$ cat config.mk
export PLATFORM = sky130hd
export DESIGN_NAME = round_sd_tdm
export DESIGN_NICKNAME = d
export VERILOG_FILES = /design/src/rtl/round_sd_tdm.sv
export SDC_FILE = /design/constraint.sdc
export NUM_CORES = 1
export LEC_CHECK = 0
export ABC_AREA = 1
export CAP_MARGIN = 20
export CORE_MARGIN = 2
export CORE_UTILIZATION = 40
export DETAILED_ROUTE_END_ITERATION = 10
export PLACE_DENSITY = 0.64
export SETUP_SLACK_MARGIN = 0.15
export SYNTH_ARGS = -nofsm -noshare
export SYNTH_HDL_FRONTEND = slang
export SYNTH_SLANG_ARGS = --single-unit
$ cat constraint.sdc
create_clock -name clk -period 9.9 [get_ports clk]
set_clock_uncertainty 0.15 [all_clocks]
set_input_delay 1.485 -clock clk [delete_from_list [all_inputs] [get_ports clk]]
set_output_delay 1.485 -clock clk [all_outputs]
set_load 0.02 [all_outputs]
$ cat src/rtl/round_sd_tdm.sv
// Round-robin TDM front end feeding one shared rounding engine. Each channel keeps
// its own rounding residue, which is added to that channel's next sample (sigma-delta).
module round_sd_tdm #(
  parameter int NUM_CH     = 4,
  parameter int WIDTH_IN   = 18,
  parameter int WIDTH_OUT  = 16,
  parameter int DISABLE_SD = 0,
  localparam int D         = WIDTH_IN - WIDTH_OUT,
  localparam int ERR_WIDTH = D + 1,
  localparam int CH_W      = ($clog2(NUM_CH) > 1) ? $clog2(NUM_CH) : 1
) (
  input  logic                       clk,
  input  logic                       reset,
  input  logic [NUM_CH*WIDTH_IN-1:0] in_tdata,
  input  logic [NUM_CH-1:0]          in_tvalid,
  output logic [NUM_CH-1:0]          in_tready,
  input  logic                       clear_err,
  output logic [WIDTH_OUT-1:0]       out_tdata,
  output logic [CH_W-1:0]            out_tuser,
  output logic                       out_tvalid,
  input  logic                       out_tready
);

  localparam int SW = WIDTH_IN + 1;

  logic [CH_W-1:0]                  last_grant_q, last_grant_d;
  logic                             a_valid_q, a_valid_d;
  logic [WIDTH_IN-1:0]              a_data_q, a_data_d;
  logic [CH_W-1:0]                  a_ch_q, a_ch_d;
  logic                             out_tvalid_q, out_tvalid_d;
  logic [WIDTH_OUT-1:0]             out_tdata_q, out_tdata_d;
  logic [CH_W-1:0]                  out_tuser_q, out_tuser_d;
  logic [NUM_CH-1:0][ERR_WIDTH-1:0] err_q, err_d;

  logic                 grant_any;
  logic [CH_W-1:0]      grant_idx, cand;
  logic [NUM_CH-1:0]    grant;
  logic                 adv_a, adv_b, accept;
  logic [ERR_WIDTH-1:0] err_rd, e_new;
  logic [SW-1:0]        sum_w;
  logic [WIDTH_IN-1:0]  s_sat;
  logic [WIDTH_OUT:0]   r_w;
  logic [WIDTH_OUT-1:0] r_sat;

  // Search starts one past the last granted channel so every channel gets a turn.
  always_comb begin
    grant_any = 1'b0;
    grant_idx = '0;
    cand      = '0;
    for (int k = 1; k <= NUM_CH; k++) begin
      cand = CH_W'((int'(last_grant_q) + k) % NUM_CH);
      if (!grant_any && in_tvalid[cand]) begin
        grant_any = 1'b1;
        grant_idx = cand;
      end
    end
  end

  assign grant     = grant_any ? (NUM_CH'(1) << grant_idx) : '0;
  assign adv_b     = !out_tvalid_q || out_tready;
  assign adv_a     = !a_valid_q || adv_b;
  assign in_tready = (reset || !adv_a) ? '0 : grant;
  assign accept    = |in_tready;

  always_comb begin
    last_grant_d = last_grant_q;
    a_valid_d    = a_valid_q;
    a_data_d     = a_data_q;
    a_ch_d       = a_ch_q;
    if (accept) last_grant_d = grant_idx;
    if (adv_a) begin
      a_valid_d = accept;
      if (accept) begin
        a_data_d = in_tdata[grant_idx*WIDTH_IN +: WIDTH_IN];
        a_ch_d   = grant_idx;
      end
    end
  end

  always_comb begin
    err_rd = (DISABLE_SD != 0) ? '0 : err_q[a_ch_q];
    sum_w  = {a_data_q[WIDTH_IN-1], a_data_q}
           + {{(SW-ERR_WIDTH){err_rd[ERR_WIDTH-1]}}, err_rd};
    if (sum_w[SW-1] != sum_w[SW-2]) s_sat = {sum_w[SW-1], {(WIDTH_IN-1){~sum_w[SW-1]}}};
    else                            s_sat = sum_w[WIDTH_IN-1:0];
    // Adding half an LSB then shifting equals floor(S/2^D) plus bit D-1 of S.
    r_w = {s_sat[WIDTH_IN-1], s_sat[WIDTH_IN-1:D]} + {{WIDTH_OUT{1'b0}}, s_sat[D-1]};
    if (r_w[WIDTH_OUT] != r_w[WIDTH_OUT-1]) r_sat = {r_w[WIDTH_OUT], {(WIDTH_OUT-1){~r_w[WIDTH_OUT]}}};
    else                                    r_sat = r_w[WIDTH_OUT-1:0];
    // Residue fits in ERR_WIDTH bits, so only the low bits of S - (R << D) matter.
    e_new = s_sat[D:0] - {r_sat[0], {D{1'b0}}};

    out_tvalid_d = out_tvalid_q;
    out_tdata_d  = out_tdata_q;
    out_tuser_d  = out_tuser_q;
    err_d        = err_q;
    if (adv_b) begin
      out_tvalid_d = a_valid_q;
      if (a_valid_q) begin
        out_tdata_d = r_sat;
        out_tuser_d = a_ch_q;
        if (DISABLE_SD == 0) err_d[a_ch_q] = e_new;
      end
    end
    if (clear_err) err_d = '0;
  end

  always_ff @(posedge clk) begin
    if (reset) begin
      last_grant_q <= CH_W'(NUM_CH - 1);
      a_valid_q    <= 1'b0;
      a_data_q     <= '0;
      a_ch_q       <= '0;
      out_tvalid_q <= 1'b0;
      out_tdata_q  <= '0;
      out_tuser_q  <= '0;
      err_q        <= '0;
    end else begin
      last_grant_q <= last_grant_d;
      a_valid_q    <= a_valid_d;
      a_data_q     <= a_data_d;
      a_ch_q       <= a_ch_d;
      out_tvalid_q <= out_tvalid_d;
      out_tdata_q  <= out_tdata_d;
      out_tuser_q  <= out_tuser_d;
      err_q        <= err_d;
    end
  end

  assign out_tvalid = out_tvalid_q;
  assign out_tdata  = out_tdata_q;
  assign out_tuser  = out_tuser_q;

endmodule

==> results by group, run 1 <==
Outcome
  • Run status: complete, no violations

Clock network
  • Post-CTS Setup Bufs: 0
  • CTS tree: yes
  • Inserted Clock Buffers: 5
  • Latest clock arrival within the worst-skew pair: 0.30 ns
  • Clock Tree Buf Depth: 2
  • Number of sinks on the clock net: 54
  • H-tree levels: 2
  • Post-cts resize count: 0
  • Clock Pin Slew Worst Setup and Hold Paths: 0.10 ns
  • Clock tree root driver cell: sky130_fd_sc_hd__clkbuf_8
  • Hold_buf cts: 0

Pwr
  • Standby leakage power: 0.002736 uW
  • Areal power density over the cells: 354.8 nW/um^2
  • Seq pwr share: 17.6%
  • Combinational cell fraction of total power: 76.3%
  • Clock power frac: 6.1%
  • Maximum vdd ir drop: 0.1604 mV
  • Internal power contribution: 872.0 uW
  • Design Power: 1991 uW
  • Sw frac: 56.21%
  • Net switching component of the power: 1119 uW

Cells and area
  • Share of layout cells above drive strength 1: 5.535%
  • Area overhead of the layout relative to synthesis: 27.60%
  • Count of inserted antenna diode cells: 0
  • Final net count: 932
  • Final cell utilization of the core: 51.99%

STA
  • Setup repair after global routing missed its margin: false
  • Slew headroom: 52.24%
  • Max Slew Vio Count: 0
  • Total negative setup slack: 0 ns
  • Period utilisation layout: 65.72%
  • Minimum clock period after layout: 6.506 ns
  • Maximum clock frequency: 153.7 MHz
  • Hold Violations, Final: 0
  • Number of setup violations in the final report: 0
  • Pin slew with the least headroom to its limit: 0.7156 ns

Place
  • Port bufs: 102
  • Placer congestion estimate: 0.9463
  • DP Wirelength: 10.22 mm

Setup path
  • Logic depth of the worst register-to-register path: 29
  • Data arrival at the endpoint of the critical path: 4.87 ns
  • Timing startpoint of the critical path: reset
  • Launching element type of the critical path: primary input
  • Required time of the critical path: 8.27 ns
  • Worst setup path category: primary input to output port
  • Critical path peak fanout: 24
  • Category of the worst setup path capture point: output port
  • Register-to-register path setup slack: 4.86 ns
  • Startpoint of the lowest-slack register-to-register path: a_ch_q[1]
  • RR Endpoint: err_q[5]
  • Capture point of the critical path: in_tready[3]

Routing
  • Sum of routed wire length over all layers: 12.21 mm
  • Routed wl met3: 502 microns
  • Routed length on met2: 5.784 mm
  • Routed via count: 4855
  • Remaining DRCs: 0
  • Iteration-0 DRC count of the detailed router: 319
  • Topmost layer with routed signal wires: met4
  • Routed length on met1: 5.670 mm
  • 1st-pass router iterations: 5
  • Antenna Violating Nets Remaining: 0
  • WL per Instance: 12.57 microns
  • Detailed-route vias per instance: 5.000

GRT
  • Pin count of the biggest net entering global routing: 25
  • Total routing resource utilization after global routing: 21.78%
  • Vias in the first global route: 4473
  • Global-route wire length before repair: 20.84 mm
  • Initial antenna violation count: 0
  • Grt total ovfl: 0

Die
  • Chip Width: 108.9 microns
  • Die height: 108.9 microns
  • Effective utilization at floorplan: 40.75%
  • Floorplan row count: 38
  • Core outline area: 10790 sq um
  • Die footprint: 11850 sq um
  • Top-level port count: 103

Synth
  • Summed instance area of the synthesized netlist: 4398 sq um
  • Synth area leader: sky130_fd_sc_hd__dfxtp_1
  • Syn_area_per_cell: 5.975 sq um
  • Top cell type's share of synthesized area: 24.58%
  • Yosys Warn Count: 0
  • Instance count of the mapped netlist: 736
  • Sequential element share of the synthesized area: 24.58%
  • Top post-synthesis cells by count: sky130_fd_sc_hd__nand2_1 (243), sky130_fd_sc_hd__nor2_1 (88), sky130_fd_sc_hd__inv_1 (82)
  • Share of flip-flops with an asynchronous set or reset: 0%
  • Synth Flop Type: sky130_fd_sc_hd__dfxtp_1
  • Area contributors post-synth: sky130_fd_sc_hd__dfxtp_1 (25%), sky130_fd_sc_hd__nand2_1 (21%), sky130_fd_sc_hd__nor2_1 (7.5%)
  • Cell with the most instances after synthesis: sky130_fd_sc_hd__nand2_1
  • Synthesized netlist net count: 837
  • Post-synthesis sequential element count: 54
  • Post-synth EDFFs: 0
  • Number of unique standard cell types used by synthesis: 39

Hold path
  • Type of the most critical hold path: register to register

Job
  • Reported max-cap violation count: 0
==> cell type report <==
cell class	instances	area, sq um
inverter	88	330.3
sequential	54	1081
multi-input combinational	576	2890
timing repair buffer	106	1051
clock buffer	5	68.82
clock inverter	2	15.01
tap	140	175.2
fill	1133	5181
==> flip-flops by register name, indices dropped and copies added, names as in the netlist <==
register	cells
a_data_q	18
out_tdata	16
err_q	12
a_ch_q	2
last_grant_q	2
out_tuser	2
a_valid_q	1
out_tvalid	1
==> how the worst min path moves through the flow <==
stage | endpoint | slack, ns | start | cells past startpoint
detailed placement | out_tuser[0] | 0.31 | out_tuser[0] | 2
floorplan | a_data_q[0] | 0.30 | a_data_q[0] | 2
global route | a_data_q[16] | 0.36 | a_data_q[16] | 2
global placement | out_tuser[0] | 0.31 | out_tuser[0] | 2
finish | out_tuser[0] | 0.32 | out_tuser[0] | 2
CTS | out_tuser[0] | 0.32 | out_tuser[0] | 2
==> routing by layer <==
metal  vias up  global-route usage [%]
li1       2560                       -
met2       137                   37.68
met5         -                       0
met3        15                   2.869
met1      2143                   28.31
met4         0                   6.136
==> cells in the final DEF (no fill, tap or decap), drive strengths merged <==
cell type	n
a21o	2
nor4	1
nand2	256
inv	87
xnor2	7
a21oi	39
xor2	13
buf	4
o21ai	44
clkbuf	5
dfxtp	54
o221ai	3
clkinv	1
nand3b	1
a22oi	11
or2	3
ha	20
nor3	4
and2	3
o21bai	2
a31oi	5
o211ai	1
clkinvlp	2
nor2	94
o31ai	1
nand3	46
clkdlybuf4s50	102
fa	1
nand4	19
==> stage by stage <==
stage / instances / hold WS, ns / setup slack (ns) / instance area [sq um]
after floorplan: 736 / 0.3043 / 5.324 / 4398
after global placement: 963 / 0.3082 / 3.466 / 5520
after detailed placement: 964 / 0.3084 / 3.393 / 5528
after CTS: 971 / 0.3244 / 3.391 / 5612
after global routing: 971 / 0.3607 / 2.983 / 5612
final: 971 / 0.3225 / 3.394 / 5612
==> worst max-delay path, cell delays in order <==
cell	delay [ns]
sky130_fd_sc_hd__clkdlybuf4s50_1	0.40
sky130_fd_sc_hd__buf_4	0.21
sky130_fd_sc_hd__inv_1	0.49
sky130_fd_sc_hd__o21ai_0	0.18
sky130_fd_sc_hd__inv_1	0.09
sky130_fd_sc_hd__nand2_1	0.41
sky130_fd_sc_hd__inv_1	0.66
sky130_fd_sc_hd__nand2_1	0.20
sky130_fd_sc_hd__nor2_1	0.13
sky130_fd_sc_hd__clkdlybuf4s50_1	0.61
==> power groups by stage <==
stage          Combinational (uW)  Sequential, uW  Clock, uW
2_1_floorplan                1080             382          0
3_3_place_gp                 1480             355          0
3_5_place_dp                 1510             357          0
4_1_cts                      1520             352        127
5_1_grt                      1720             359        137
6_report                     1520             351        121
==> cell families (layout without fill, tap and decap cells) <==
logic type               after synthesis  after routing  synth area share [%]
AND/OR/NAND/NOR                      427            427                 41.42
XOR/XNOR                              20             20                 3.983
buffers and inverters                106            201                 9.701
AO/OA/AOI/OAI                        108            108                 14.17
flip-flops                            54             54                 24.58
adder cells (fa/ha/maj)               21             21                 6.145
Power figures use the tool's default switching activity.
==> run 2, diff against run 1 <==
==> constraint.sdc (replaced) <==
create_clock -name clk -period 6.1 [get_ports clk]
set_clock_uncertainty 0.15 [all_clocks]
set_input_delay 0.915 -clock clk [delete_from_list [all_inputs] [get_ports clk]]
set_output_delay 0.915 -clock clk [all_outputs]
set_load 0.02 [all_outputs]
==> results by group, run 2 (synthesized netlist as in run 1, its figures left out) <==
Clock network
  • Clock tree root driver cell: sky130_fd_sc_hd__clkbuf_8
  • H-tree levels: 2 (unchanged)
  • Post-cts resize count: 0 (unchanged)
  • Clock Tree Buf Depth: 2 (unchanged)
  • Number of sinks on the clock net: 54 (unchanged)
  • Hold_buf cts: 0 (unchanged)
  • Post-CTS Setup Bufs: 0 (unchanged)
  • Inserted Clock Buffers: 5 (unchanged)
  • Clock Pin Slew Worst Setup and Hold Paths: 0.10 ns (about the same)
  • CTS tree: yes
  • Latest clock arrival within the worst-skew pair: 0.30 ns (about the same)

Routing
  • Remaining DRCs: 0 (unchanged)
  • Topmost layer with routed signal wires: met4
  • WL per Instance: 12.72 microns (+1.2%)
  • Routed length on met2: 5.913 mm (+2.2%)
  • 1st-pass router iterations: 4 (-1)
  • Iteration-0 DRC count of the detailed router: 284 (-11%)
  • Antenna Violating Nets Remaining: 0 (unchanged)
  • Sum of routed wire length over all layers: 12.38 mm (+1.4%)
  • Routed wl met3: 526 microns (+4.8%)
  • Routed length on met1: 5.788 mm (+2.1%)
  • Routed via count: 4795 (-1.2%)
  • Detailed-route vias per instance: 4.928 (-1.4%)

Pwr
  • Sw frac: 55.91% (-0.30 points)
  • Maximum vdd ir drop: 0.2524 mV (+57%)
  • Internal power contribution: 1426 uW (+64%)
  • Combinational cell fraction of total power: 76.4% (about the same)
  • Net switching component of the power: 1808 uW (+62%)
  • Standby leakage power: 0.002747 uW (+0.40%)
  • Areal power density over the cells: 575.4 nW/um^2 (+62%)
  • Clock power frac: 6.2% (about the same)
  • Seq pwr share: 17.4% (-0.2 points)

STA
  • Minimum clock period after layout: 5.063 ns
  • Period utilisation layout: 83.00%
  • Slew headroom: 50.69% (-1.5 points)
  • Pin slew with the least headroom to its limit: 0.7388 ns (+0.02314 ns)
  • Number of setup violations in the final report: 0 (unchanged)
  • Maximum clock frequency: 197.5 MHz
  • Hold Violations, Final: 0 (unchanged)
  • Total negative setup slack: 0 ns (unchanged)
  • Setup repair after global routing missed its margin: false
  • Max Slew Vio Count: 0 (unchanged)

Cells and area
  • Share of layout cells above drive strength 1: 5.522% (-0.013 points)
  • Commonest non-fill, non-tap cell in the layout: sky130_fd_sc_hd__nand2_1
  • Most used cells in the layout excluding fill and tap cells: sky130_fd_sc_hd__nand2_1 (243), sky130_fd_sc_hd__clkdlybuf4s50_1 (102), sky130_fd_sc_hd__nor2_1 (88)
  • Largest register FFs: 18 (unchanged)
  • Count of inserted antenna diode cells: 0 (unchanged)
  • Area overhead of the layout relative to synthesis: 27.77%
  • Final net count: 934 (+0.21%)
  • Finished Cell Area: 5619 sq um (+0.13%)
  • Largest Register: a_data_q
  • Fill cell count: 1117 (-1.4%)

Die
  • Floorplan row count: 38 (unchanged)
  • Die height: 108.9 microns (unchanged)
  • Top-level port count: 103 (unchanged)
  • Effective utilization at floorplan: 40.75% (unchanged)
  • Chip Width: 108.9 microns (unchanged)
  • Die footprint: 11850 sq um (unchanged)
  • Core outline area: 10790 sq um (unchanged)

Setup path
  • Slowest-stage cell, CP: sky130_fd_sc_hd__dfxtp_1
  • Top cell family by delay on the critical path: simple AND/OR/NAND/NOR gates
  • Required time of the critical path: 6.16 ns (-2.11 ns)
  • Data arrival at the endpoint of the critical path: 5.12 ns (+0.25 ns)
  • Dominant cell type by count on the critical path: sky130_fd_sc_hd__nand2_1
  • CP max stage delay: 0.51 ns (-0.15 ns)
  • Number of buffer and inverter stages on the critical path: 3 (-3)
  • Category of the worst setup path capture point: register
  • Worst setup path category: register to register
  • Launching element type of the critical path: register
  • Critical path peak fanout: 21 (-13%)

GRT
  • Grt total ovfl: 0 (unchanged)
  • Vias in the first global route: 4524 (+1.1%)
  • Global-route wire length before repair: 20.63 mm (-0.99%)
  • Initial antenna violation count: 0 (unchanged)
  • Pin count of the biggest net entering global routing: 25 (unchanged)
  • Total routing resource utilization after global routing: 21.48% (-0.30 points)

Place
  • Port bufs: 102 (unchanged)
  • DP Wirelength: 10.17 mm (-0.48%)
  • Placer congestion estimate: 0.9279 (-1.9%)
  • Standard cell area after detailed placement: 5543 sq um (+0.27%)

Outcome
  • Run status: complete, no violations

Job
  • Reported max-cap violation count: 0 (unchanged)

Hold path
  • Type of the most critical hold path: register to register
==> run 2: per-layer routing <==
| metal | GRT usage, % | vias up |
|---|---|---|
| li1 | - | 2559 |
| met1 | 26.81 | 2115 |
| met2 | 39.20 | 115 |
| met3 | 3.228 | 6 |
| met4 | 4.029 | 0 |
| met5 | 0 | - |
==> run 2: through the flow <==
stage / utilization, % / power (uW) / cells / hold WS (ns) / setup WS, ns
detailed placement: 51.36 / 3036 / 966 / 0.3099 / 1.073
finish: 52.06 / 3233 / 973 / 0.3251 / 1.037
CTS: 52.06 / 3248 / 973 / 0.3270 / 1.037
global placement: 51.29 / 3003 / 965 / 0.3059 / 1.152
global route: 52.06 / 3602 / 973 / 0.3617 / 0.5295
floorplan: - / 2377 / 736 / 0.3043 / 1.557
==> run 2: power groups by stage <==
| stage | clock network (uW) | registers, uW | logic (uW) |
|---|---|---|---|
| 6_report | 200 | 564 | 2470 |
| 5_1_grt | 218 | 579 | 2800 |
| 4_1_cts | 206 | 566 | 2480 |
| 3_5_place_dp | 0 | 574 | 2460 |
| 3_3_place_gp | 0 | 572 | 2430 |
| 2_1_floorplan | 0 | 619 | 1760 |
==> run 2: final timing paths <==
check	start	endpoint	slack (ns)	cells after the start
setup / recovery	a_ch_q[1]	err_q[11]	1.04	29
setup reg to reg	a_ch_q[1]	err_q[11]	1.04	29
hold / removal	out_tuser[0]	out_tuser[0]	0.33	2
hold reg to reg	out_tuser[0]	out_tuser[0]	0.33	2
==> run 2: final cells by class <==
cell class | count | area [sq um] | area share, %
Clock buffer | 7 | 76.32 | 1.358
Sequential cell | 54 | 1081 | 19.24
Multi-Input combinational cell | 576 | 2890 | 51.44
Tap cell | 140 | 175.2 | 3.117
Inverter | 88 | 330.3 | 5.878
Timing Repair Buffer | 108 | 1066 | 18.97
==> run 2: worst register-to-register path, delay by kind of cell (launching register included) <==
family	cells	cell delay, ns
flip-flops	1	0.51
AND/OR/NAND/NOR	20	2.56
AO/OA/AOI/OAI	3	0.64
buffers and inverters	3	0.33
adder cells (fa/ha/maj)	3	0.78
